`src/rtl/operand_loader_pkg.sv`:
```
// Shared definitions for the comparator input stage: FSM state encodings and
// default sizing for the operand loader and its key debouncers.
package operand_loader_pkg;

    localparam int DEF_N      = 4;
    localparam int DEF_DB_CNT = 250000;

    typedef enum logic [1:0] {
        ST_WAIT_X = 2'b00,
        ST_WAIT_Y = 2'b01,
        ST_READY  = 2'b10
    } state_t;

endpackage

```
`src/rtl/operand_loader_key_debounce.sv`:
```
// Two-flop synchronizer plus stability counter for one active-low push-button;
// emits a single-cycle press pulse when a 1->0 level is accepted.
module key_debounce
    import operand_loader_pkg::*;
#(
    parameter int DB_CNT = DEF_DB_CNT
) (
    input  logic clk,
    input  logic rst,
    input  logic key_n,
    output logic pressed,
    output logic level
);

    localparam int DB_W = $clog2(DB_CNT);
    localparam logic [DB_W-1:0] LAST_COUNT = DB_W'(DB_CNT - 1);

    logic            r_meta;
    logic            r_sync;
    logic            r_level;
    logic [DB_W-1:0] r_count;
    logic            w_differs;
    logic            w_accept;

    assign w_differs = (r_sync != r_level);
    assign w_accept  = w_differs && (r_count == LAST_COUNT);

    // Any sample matching the accepted level restarts the stability window.
    always_ff @(posedge clk) begin
        if (rst) begin
            r_meta  <= 1'b1;
            r_sync  <= 1'b1;
            r_level <= 1'b1;
            r_count <= '0;
        end else begin
            r_meta <= key_n;
            r_sync <= r_meta;
            if (w_accept) begin
                r_level <= r_sync;
                r_count <= '0;
            end else if (w_differs) begin
                r_count <= r_count + DB_W'(1);
            end else begin
                r_count <= '0;
            end
        end
    end

    // Combinational so the FSM acts on the same edge the level is accepted.
    assign pressed = w_accept & ~r_sync;
    assign level   = r_level;

endmodule

```
`src/rtl/operand_loader.sv`:
```
// Captures operand x then operand y (with signed mode) from the slide switches
// on debounced button presses and holds them stable for the comparator.
module operand_loader
    import operand_loader_pkg::*;
#(
    parameter  int N      = DEF_N,
    parameter  int DB_CNT = DEF_DB_CNT,
    localparam int W      = 2 * N
) (
    input  logic         clk,
    input  logic         rst,
    input  logic [W-1:0] sw,
    input  logic         sw_signed,
    input  logic         key_load_n,
    input  logic         key_clear_n,
    output logic [W-1:0] x,
    output logic [W-1:0] y,
    output logic         signed_mode,
    output logic         operands_valid,
    output logic         load_strobe,
    output logic [1:0]   state_led
);

    logic [W-1:0] r_swMeta;
    logic [W-1:0] r_swSync;
    logic         r_signedMeta;
    logic         r_signedSync;

    state_t       r_state;
    logic [W-1:0] r_x;
    logic [W-1:0] r_y;
    logic         r_signed;
    logic         r_valid;
    logic         r_strobe;

    state_t       w_nextState;
    logic [W-1:0] w_nextX;
    logic [W-1:0] w_nextY;
    logic         w_nextSigned;
    logic         w_nextStrobe;
    logic         w_loadEvt;
    logic         w_clearEvt;
    logic         w_unusedLoadLevel;
    logic         w_unusedClearLevel;

    key_debounce #(.DB_CNT(DB_CNT)) u_loadKey (
        .clk     (clk),
        .rst     (rst),
        .key_n   (key_load_n),
        .pressed (w_loadEvt),
        .level   (w_unusedLoadLevel)
    );

    key_debounce #(.DB_CNT(DB_CNT)) u_clearKey (
        .clk     (clk),
        .rst     (rst),
        .key_n   (key_clear_n),
        .pressed (w_clearEvt),
        .level   (w_unusedClearLevel)
    );

    always_ff @(posedge clk) begin
        if (rst) begin
            r_swMeta     <= '0;
            r_swSync     <= '0;
            r_signedMeta <= 1'b0;
            r_signedSync <= 1'b0;
        end else begin
            r_swMeta     <= sw;
            r_swSync     <= r_swMeta;
            r_signedMeta <= sw_signed;
            r_signedSync <= r_signedMeta;
        end
    end

    // Clear takes priority; a load arriving on the same edge is dropped.
    always_comb begin
        w_nextState  = r_state;
        w_nextX      = r_x;
        w_nextY      = r_y;
        w_nextSigned = r_signed;
        w_nextStrobe = 1'b0;
        if (w_clearEvt) begin
            w_nextState  = ST_WAIT_X;
            w_nextX      = '0;
            w_nextY      = '0;
            w_nextSigned = 1'b0;
        end else if (w_loadEvt) begin
            case (r_state)
                ST_WAIT_X: begin
                    w_nextX     = r_swSync;
                    w_nextState = ST_WAIT_Y;
                end
                ST_WAIT_Y: begin
                    w_nextY      = r_swSync;
                    w_nextSigned = r_signedSync;
                    w_nextState  = ST_READY;
                    w_nextStrobe = 1'b1;
                end
                ST_READY: begin
                    w_nextX     = r_swSync;
                    w_nextState = ST_WAIT_Y;
                end
                default: begin
                    w_nextState = ST_WAIT_X;
                end
            endcase
        end
    end

    always_ff @(posedge clk) begin
        if (rst) begin
            r_state  <= ST_WAIT_X;
            r_x      <= '0;
            r_y      <= '0;
            r_signed <= 1'b0;
            r_valid  <= 1'b0;
            r_strobe <= 1'b0;
        end else begin
            r_state  <= w_nextState;
            r_x      <= w_nextX;
            r_y      <= w_nextY;
            r_signed <= w_nextSigned;
            r_valid  <= (w_nextState == ST_READY);
            r_strobe <= w_nextStrobe;
        end
    end

    assign x              = r_x;
    assign y              = r_y;
    assign signed_mode    = r_signed;
    assign operands_valid = r_valid;
    assign load_strobe    = r_strobe;
    assign state_led      = r_state;

endmodule

```
`config.mk`:
```
export PLATFORM = sky130hd
export DESIGN_NAME = operand_loader
export DESIGN_NICKNAME = d
export VERILOG_FILES = /design/src/rtl/operand_loader_pkg.sv /design/src/rtl/operand_loader_key_debounce.sv /design/src/rtl/operand_loader.sv
export SDC_FILE = /design/constraint.sdc
export NUM_CORES = 1
export LEC_CHECK = 0
export CAP_MARGIN = 40
export CORE_MARGIN = 2
export CORE_UTILIZATION = 41
export DETAILED_ROUTE_END_ITERATION = 7
export SYNTH_ARGS = -nofsm -noshare
export SYNTH_HDL_FRONTEND = slang
export SYNTH_SLANG_ARGS = --single-unit
```
`constraint.sdc`:
```
create_clock -name clk -period 2.8 [get_ports clk]
set_clock_uncertainty 0.2 [all_clocks]
set_input_delay 0.42 -clock clk [delete_from_list [all_inputs] [get_ports clk]]
set_output_delay 0.42 -clock clk [all_outputs]
set_load 0.1 [all_outputs]
```
==> metrics.csv <==
metric,value,unit
RSZ-0062 raised after global routing,false,
Area contributors post-synth,"dfxtp_1 50%, xnor2_1 4.6%, nor2_1 4.2%",
"Reg clk slew, reported paths",90,ps
ANT nets after route,0,
DIE AREA,8640,sq um
Fin. Hold Viols,0,
Synth top area share,0.500,
Fin Setup TNS,0,ps
"Primary FF master, synth",dfxtp_1,
largest net degree at the start of global routing,25,
first-pass GRT wire length,10.2,mm
top cell type by total area after synthesis,dfxtp_1,
top-count cell post-synth,dfxtp_1,
CTS Buffer Depth,2,
"Largest stage delay, worst path",710,ps
crit-path cells,ha_1 > nand3_1 > or4_1 > o21ai_0 > a21oi_1,
H-tree depth,3,
top cell types by occurrence after synthesis,"81 x dfxtp_1, 36 x nor2_1, 24 x a21oi_1, 24 x nand3_1, 23 x o21ai_0",
diodes inserted,0,
Fillers,756,
syn nets,361,
core footprint,7690,sq um
asr flop ratio synth,0,
WP data arrival,2210,ps
Worst Tran Pin Value,690,ps
worst rel slew slack,0.540,
Synth Cell Area,3240,sq um
GP Congestion,0.829,
critical path startpoint category,flip-flop,
P_leak,0.00130,uW
max-cap viol count,0,
register area share after synthesis,0.500,
setup violators final,0,
Final Slew Violations,0,
DRT Wirelength,6.19,mm
area delta synth->final,18.0,%
CP endpoint kind,flip-flop,
Starting Density,0.422,
"EDFF count, synth",0,
# port buffers,33,
Vias,2473,
Die W,92.9,um
Max VDD drop,0.379,mV
class of the worst hold path,reg -> reg,
nets@finish,394,
Post-Syn Instances,346,
hold_buf cts,0,
crit path buf inv count,0,
Setup CP Type,reg -> reg,
Total Routing Usage GR,0.147,
CTS tree,yes,
number of detailed-route iterations in the first pass,5,
clk sinks,81,
post-CTS setup buffer count,0,
number of synthesized register bits,81,
Top Ports,34,
Fmax,460,MHz
Pwr Density,549,nW/um^2
routed len/inst,12.7,um
Rows,32,
root buf cell,clkbuf_8,
Iteration-0 DRC Markers,153,
WP data required,2830,ps
final worst-path cycle share,0.776,
hpwl dp,4.26,mm
Die Span Y,92.9,um
CTS buffer count,9,
layout cell share with drive strength beyond 1,0.148,
cell family with most CP delay,simple AND/OR/NAND/NOR gates,
status,"complete, no violations",
WHS,224,ps
"Max stage delay cell, worst path",or4_1,
final global-route overflow total,0,
worst-skew pair later-pin latency,340,ps
antenna violations before repair,0,
Residual DRC,0,
"Distinct cells, synth",40,
DR vias/cell,5.09,
Ys Warns,0,
Period minus WS final,2170,ps
post-cts gate resize count,0,
CP max FO,9,
syn_area_per_cell,9.37,sq um
number of global-route vias before repair,2100,
## stage by stage
step / instance area [sq um] / std cells / util / setup WS [ps] / power (uW)
3_5_place_dp: 3620 / 470 / 0.471 / 642 / 1250
4_1_cts: 3830 / 486 / 0.498 / 628 / 2130
3_3_place_gp: 3620 / 470 / 0.471 / 695 / 1250
6_report: 3830 / 486 / 0.498 / 626 / 2100
5_1_grt: 3830 / 486 / 0.498 / 419 / 2190
2_1_floorplan: 3240 / 346 / - / 484 / 1220
## cells in the final DEF (no fill, tap or decap), types with 5 or more instances in the layout
cell type        instances
a21oi_1                 24
and4_1                   6
buf_4                   25
clkbuf_8                 9
clkdlybuf4s50_1         12
dfxtp_1                 81
inv_1                    6
nand2_1                 12
nand3_1                 24
nand4_1                  9
nand4b_1                 9
nor2_1                  36
nor2b_1                 20
nor3_1                   5
nor4_1                   8
o21ai_0                 23
xnor2_1                 17
xor2_1                  13
## cell families (layout without fill, tap and decap cells)
group / count (synthesis) / count (layout) / share of synthesized area
simple gates: 157 / 157 / 0.288
flops: 81 / 81 / 0.500
compound gates: 55 / 55 / 0.0945
xor+xnor: 30 / 30 / 0.0810
buf+inv: 21 / 59 / 0.0289
fa+ha+maj: 2 / 2 / 0.00771
## power by group
| part | total [uW] | internal, uW | switching, uW | leakage, uW |
|---|---|---|---|---|
| combinational | 48.3 | 27.9 | 20.4 | 0.000539 |
| clock | 877 | 429 | 448 | 0.000103 |
| sequential | 1170 | 1170 | 8.53 | 0.000657 |
## registers in the layout (all words and copies together), names as in the netlist, 2 cells and up
| signal | cells |
|---|---|
| y | 8 |
| r_swSync | 8 |
| x | 8 |
| r_swMeta | 8 |
| u_clearKey.r_count | 18 |
| u_loadKey.r_count | 18 |
| state_led | 2 |
## routing by layer
layer	wire (um)	GRT usage
met3	215	0.0439
met2	2720	0.212
met5	0	0
met4	50	0.0515
met1	3210	0.208
## area by class of cell
cell class	instances	area (sq um)	area share
Inverter	6	22.5	0.00589
Sequential cell	81	1620	0.424
Clock buffer	9	124	0.0324
Multi-Input combinational cell	244	1540	0.402
Tap cell	102	128	0.0334
Timing Repair Buffer	37	308	0.0804
Clock inverter	7	83.8	0.0219
## worst paths after layout
check                                   from                      endpoint  slack, ps  depth (start not counted)
min             u_clearKey.r_meta$_SDFF_PP1_  u_clearKey.r_sync$_SDFF_PP1_        220                          1
min reg2reg     u_clearKey.r_meta$_SDFF_PP1_  u_clearKey.r_sync$_SDFF_PP1_        220                          1
max          u_loadKey.r_count[0]$_SDFF_PP0_             y[4]$_SDFFE_PP0P_        630                          5
max reg2reg  u_loadKey.r_count[0]$_SDFF_PP0_             y[4]$_SDFFE_PP0P_        630                          5
(Power assumes the default switching activity.)
==> RTL change 1: new RTL, same flow settings <==
Take the reset off `r_x` and `r_y` and load them in a clocked block of their own.
--- a/src/rtl/operand_loader.sv
+++ b/src/rtl/operand_loader.sv
@@ -113,4 +113,2 @@
             r_state  <= ST_WAIT_X;
-            r_x      <= '0;
-            r_y      <= '0;
             r_signed <= 1'b0;
@@ -120,4 +118,2 @@
             r_state  <= w_nextState;
-            r_x      <= w_nextX;
-            r_y      <= w_nextY;
             r_signed <= w_nextSigned;
@@ -126,2 +122,7 @@
         end
+    end
+
+    always_ff @(posedge clk) begin
+        r_x <= w_nextX;
+        r_y <= w_nextY;
     end
Formal check against the unedited RTL: no difference found for any inputs over 10 cycles, from zero or initial values and one cycle with rst high; that may be too few to reach the edited logic, so the function may still have changed.
==> RTL change 1 against the unedited design <==
Combinational power decreased by 12%. Worst setup slack got worse by 14 ps. Synthesized area increased by 0.54%. Sequential share of layout area decreased by 0.055 points. Wire length increased by 6.3%. Power decreased by 0.89%. Count of clock-buffer cells in the layout unchanged. Sequential cell count unchanged. Final cell count unchanged. Synthesized cell count increased by 0.29%. Critical path depth decreased by 1. Final area increased by 0.13%. Critical path type unchanged. Critical endpoint is now state_led[0]. Largest cell class unchanged.
==> RTL change 1: results <==
group,metric,value,unit
run_status,status,"finished, final reports clean",
critical_path,max_stage_delay,510,ps
power,seqPwrFrac,0.564,
cts,cts_buffers,9,
cts,clock_latency,350,ps
final_layout,largest_registers,"u_clearKey.r_count x18, u_loadKey.r_count x18",
synthesis,synth_top_cells_by_area,"dfxtp_1 50%, xnor2_1 4.6%, nor2_1 4.0%, nor2b_1 4.0%, nand4_1 3.6%",
detailed_routing,wl_per_cell,13.5,um
grt,grtUsageMet2,0.246,
critical_path,reg2regPathDepth,4,
power,switching_share,0.225,
sta,relSlewSlack,0.516,
placed_design,gp_congestion,0.779,
grt,gr-usage-met1,0.234,
detailed_routing,drtIter0Drc,83,
detailed_routing,drt-met1-wl,3440,um
detailed_routing,num_vias,2545,
cts,cts_resized,0,
critical_path,crit_arrival,2260,ps
final_layout,final_nets,394,
power,pg_clk,0.000865,W
power,p_leak,1.28,nW
detailed_routing,met3_length,218,um
synthesis,ys_warn_count,0,
cts,clockBufferDepth,2,
final_layout,final_cells,486,
synthesis,syn_area_per_cell,9.40,um2
placed_design,preCtsSetupSlack,657,ps
final_layout,drive_gt1_frac,0.154,
placed_design,port_buffers,33,
sta,holdWs,216,ps
final_layout,antenna_cells,0,
cts,clk_pin_slew,90,ps
placed_design,hpwl,4520,um
synthesis,synth.distinct_cells,41,
synthesis,ys_seq_area_frac,0.497,
grt,grt_pass1_vias,2421,
grt,grt_pass1_wl,11600,um
placed_design,place_inst,470,
placed_design,dpl-instance-area,0.00363,mm2
critical_path,cp-startpoint,"u_loadKey.r_count[9]",
sta,max_freq,0.457,GHz
detailed_routing,routed-wl-met2,2870,um
hold_path,holdPathStages,1,
detailed_routing,first_pass_iters,4,
synthesis,synthArstFlopShare,0,
critical_path,crit_end,"state_led[0]",
cts,root_buffer,"clkbuf_8",
power,ir_drop,0.000372,V
critical_path,slowest_stage,"or3_1",
synthesis,synth_common_cells,"81 x dfxtp_1, 35 x nor2_1, 23 x o21ai_0, 21 x nor2b_1, 20 x a21oi_1",
cts,htree_levels,3,
power,p_sw,0.000469,W
grt,grtUsageTotal,0.166,
synthesis,synth_fp_nets,362,
critical_path,crit_family,"simple AND/OR/NAND/NOR gates",
critical_path,crit_fanout,14,
grt,grtUsageMet3,0.0492,
## RTL change 1: changes by cell type after synthesis, sizes merged, moves of 2 or more
cell	change
inv	-2
nand3	-8
nand4	+10
a211oi	+4
buf	+3
a21oi	-4
## RTL change 1: layout make-up
| cell class | count | area, um2 |
|---|---|---|
| Inverter | 4 | 15.0 |
| Clock buffer | 9 | 124 |
| Timing Repair Buffer | 39 | 323 |
| Tap cell | 102 | 128 |
| Fill cell | 752 | 3900 |
| Multi-Input combinational cell | 244 | 1540 |
| Sequential cell | 81 | 1620 |
| Clock inverter | 7 | 77.6 |
## RTL change 1: cell families after synthesis
kind of cell,synth area share
flip-flops,0.497
AND/OR/NAND/NOR,0.295
AO/OA/AOI/OAI,0.0894
buffers and inverters,0.0295
XOR/XNOR,0.0806
adder cells (fa/ha/maj),0.00767
==> RTL change 2: new RTL, same flow settings <==
Without the edit above. The package constant `DEF_N` goes from 4 to 6.
--- a/src/rtl/operand_loader_pkg.sv
+++ b/src/rtl/operand_loader_pkg.sv
@@ -4,3 +4,3 @@
 
-    localparam int DEF_N      = 4;
+    localparam int DEF_N      = 6;
     localparam int DEF_DB_CNT = 250000;
Ports: changed (resized sw, x and y); port bits go from 34 to 46. No check against the original RTL was run, so the function may have changed too.
==> RTL change 2 against the unedited design <==
Clock power increased by 11%. Sequential share of layout area grew 1.1 points. Worst setup slack got worse by 120 ps. Power up 16%. Wire length increased by 19%. Largest power group unchanged. Sequential cell count up 16. Die area rose by 16%. Combinational power grew 25%. Sequential power increased by 21%. Final area rose by 17%. Synthesized cell count is 15% higher. Synthesized area is 16% higher. Highest routed layer unchanged.
==> RTL change 2: results <==
group,metric,value,unit
critical_path,reg2regPathDepth,6,
grt,grt_pass1_wl,11800,um
final_layout,final_cells,557,
final_layout,drive_gt1_frac,0.161,
hold_path,min_path_type,"reg2reg",
placed_design,hpwl,4960,um
synthesis,syn_area_per_cell,9.45,um2
synthesis,synthFlopType,"dfxtp_1",
cts,htree_levels,3,
grt,antenna_found_initial,0,
placed_design,place_inst,541,
cts,clock_latency,360,ps
final_layout,final_nets,460,
synthesis,synthArstFlopShare,0,
critical_path,crit_family,"simple AND/OR/NAND/NOR gates",
cts,clk_pin_slew,110,ps
final_layout,antenna_cells,0,
detailed_routing,avgViaCountPerCell,5.14,
detailed_routing,wl_per_cell,13.2,um
power,ir_drop,0.000293,V
synthesis,synth.distinct_cells,42,
critical_path,path_class,"reg2reg",
grt,grtUsageTotal,0.147,
power,p_int,0.00187,W
placed_design,dpl-instance-area,0.00425,mm2
cts,root_buffer,"clkbuf_8",
critical_path,reg2reg_from,"u_loadKey.r_count[1]",
sta,relSlewSlack,0.641,
run_status,status,"finished, final reports clean",
cts,cts_resized,0,
grt,grt_max_degree,32,
synthesis,ys_seq_area_frac,0.515,
cts,clockBufferDepth,2,
critical_path,regToRegSetupSlack,500,ps
detailed_routing,first_pass_iters,4,
placed_design,gp_congestion,0.792,
detailed_routing,drcViolationCount,0,
synthesis,synth_fp_nets,418,
placed_design,port_buffers,45,
cts,cts_buffers,9,
grt,grt_pass1_vias,2510,
critical_path,crit_fanout,31,
cts,post_cts_buffers,0,
power,p_leak,1.50,nW
synthesis,synth_top_cells_by_area,"dfxtp_1 51%, a21oi_1 4.6%, nor2b_1 4.6%, nand4_1 3.8%, xnor2_1 3.3%",
critical_path,r2r-end,"state_led[0]",
critical_path,slowest_stage,"or4_1",
synthesis,ys_warn_count,0,
final_layout,largest_registers,"u_clearKey.r_count x18, u_loadKey.r_count x18",
power,comb_power_share,0.025,
critical_path,max_stage_delay,620,ps
synthesis,synth_common_cells,"97 x dfxtp_1, 35 x a21oi_1, 32 x nor2_1, 28 x nor2b_1",
detailed_routing,drtIter0Drc,233,
==> RTL change 2: worst min-delay path by stage <==
stage | startpoint | endpoint | slack, ps | cells past startpoint
floorplan | u_clearKey.r_meta | u_clearKey.r_sync | 190 | 1
global placement | u_clearKey.r_meta | u_clearKey.r_sync | 200 | 1
detailed placement | u_clearKey.r_meta | u_clearKey.r_sync | 200 | 1
CTS | u_clearKey.r_meta | u_clearKey.r_sync | 220 | 1
global route | u_clearKey.r_meta | u_clearKey.r_sync | 240 | 1
finish | u_clearKey.r_meta | u_clearKey.r_sync | 220 | 1
==> RTL change 2: layout make-up <==
| class | instances | area [um2] |
|---|---|---|
| Sequential cell | 97 | 1940 |
| Clock buffer | 9 | 124 |
| Tap cell | 111 | 139 |
| Clock inverter | 7 | 100 |
| Inverter | 8 | 30.0 |
| Multi-Input combinational cell | 273 | 1710 |
| Timing Repair Buffer | 52 | 430 |
| Fill cell | 874 | 4590 |
==> RTL change 2: kinds of logic (layout without fill, tap and decap cells) <==
kind of cell | after synthesis | count (layout) | synth area share
buf+inv | 29 | 76 | 0.0375
xor+xnor | 26 | 26 | 0.0604
fa+ha+maj | 2 | 2 | 0.00663
compound gates | 78 | 78 | 0.116
simple gates | 167 | 167 | 0.264
flops | 97 | 97 | 0.515
==> RTL change 2: per-layer routing <==
metal	part of all wire	up-vias	routed length [um]	track usage
met3	0.047	5	347	0.0404
met4	0.011	0	80	0.0443
met1	0.51	1297	3760	0.216
met2	0.43	63	3160	0.212
li1	-	1497	-	-
met5	0	-	0	0
==> RTL change 2: power by group through the flow <==
stage          logic (W)  clock network [W]  registers (W)
4_1_cts        0.0000610            0.00100        0.00141
3_3_place_gp   0.0000605                  0        0.00144
2_1_floorplan  0.0000320                  0        0.00144
3_5_place_dp   0.0000609                  0        0.00144
5_1_grt        0.0000671            0.00106        0.00141
6_report       0.0000604           0.000970        0.00141
==> RTL change 2: metrics by stage <==
step           worst slack [ps]  power (W)  hold slack (ps)  utilization
2_1_floorplan               493    0.00147              189            -
3_5_place_dp                504    0.00150              200        0.468
3_3_place_gp                549    0.00150              197        0.468
4_1_cts                     498    0.00247              224        0.493
5_1_grt                     268    0.00254              241        0.493
6_report                    504    0.00244              219        0.493
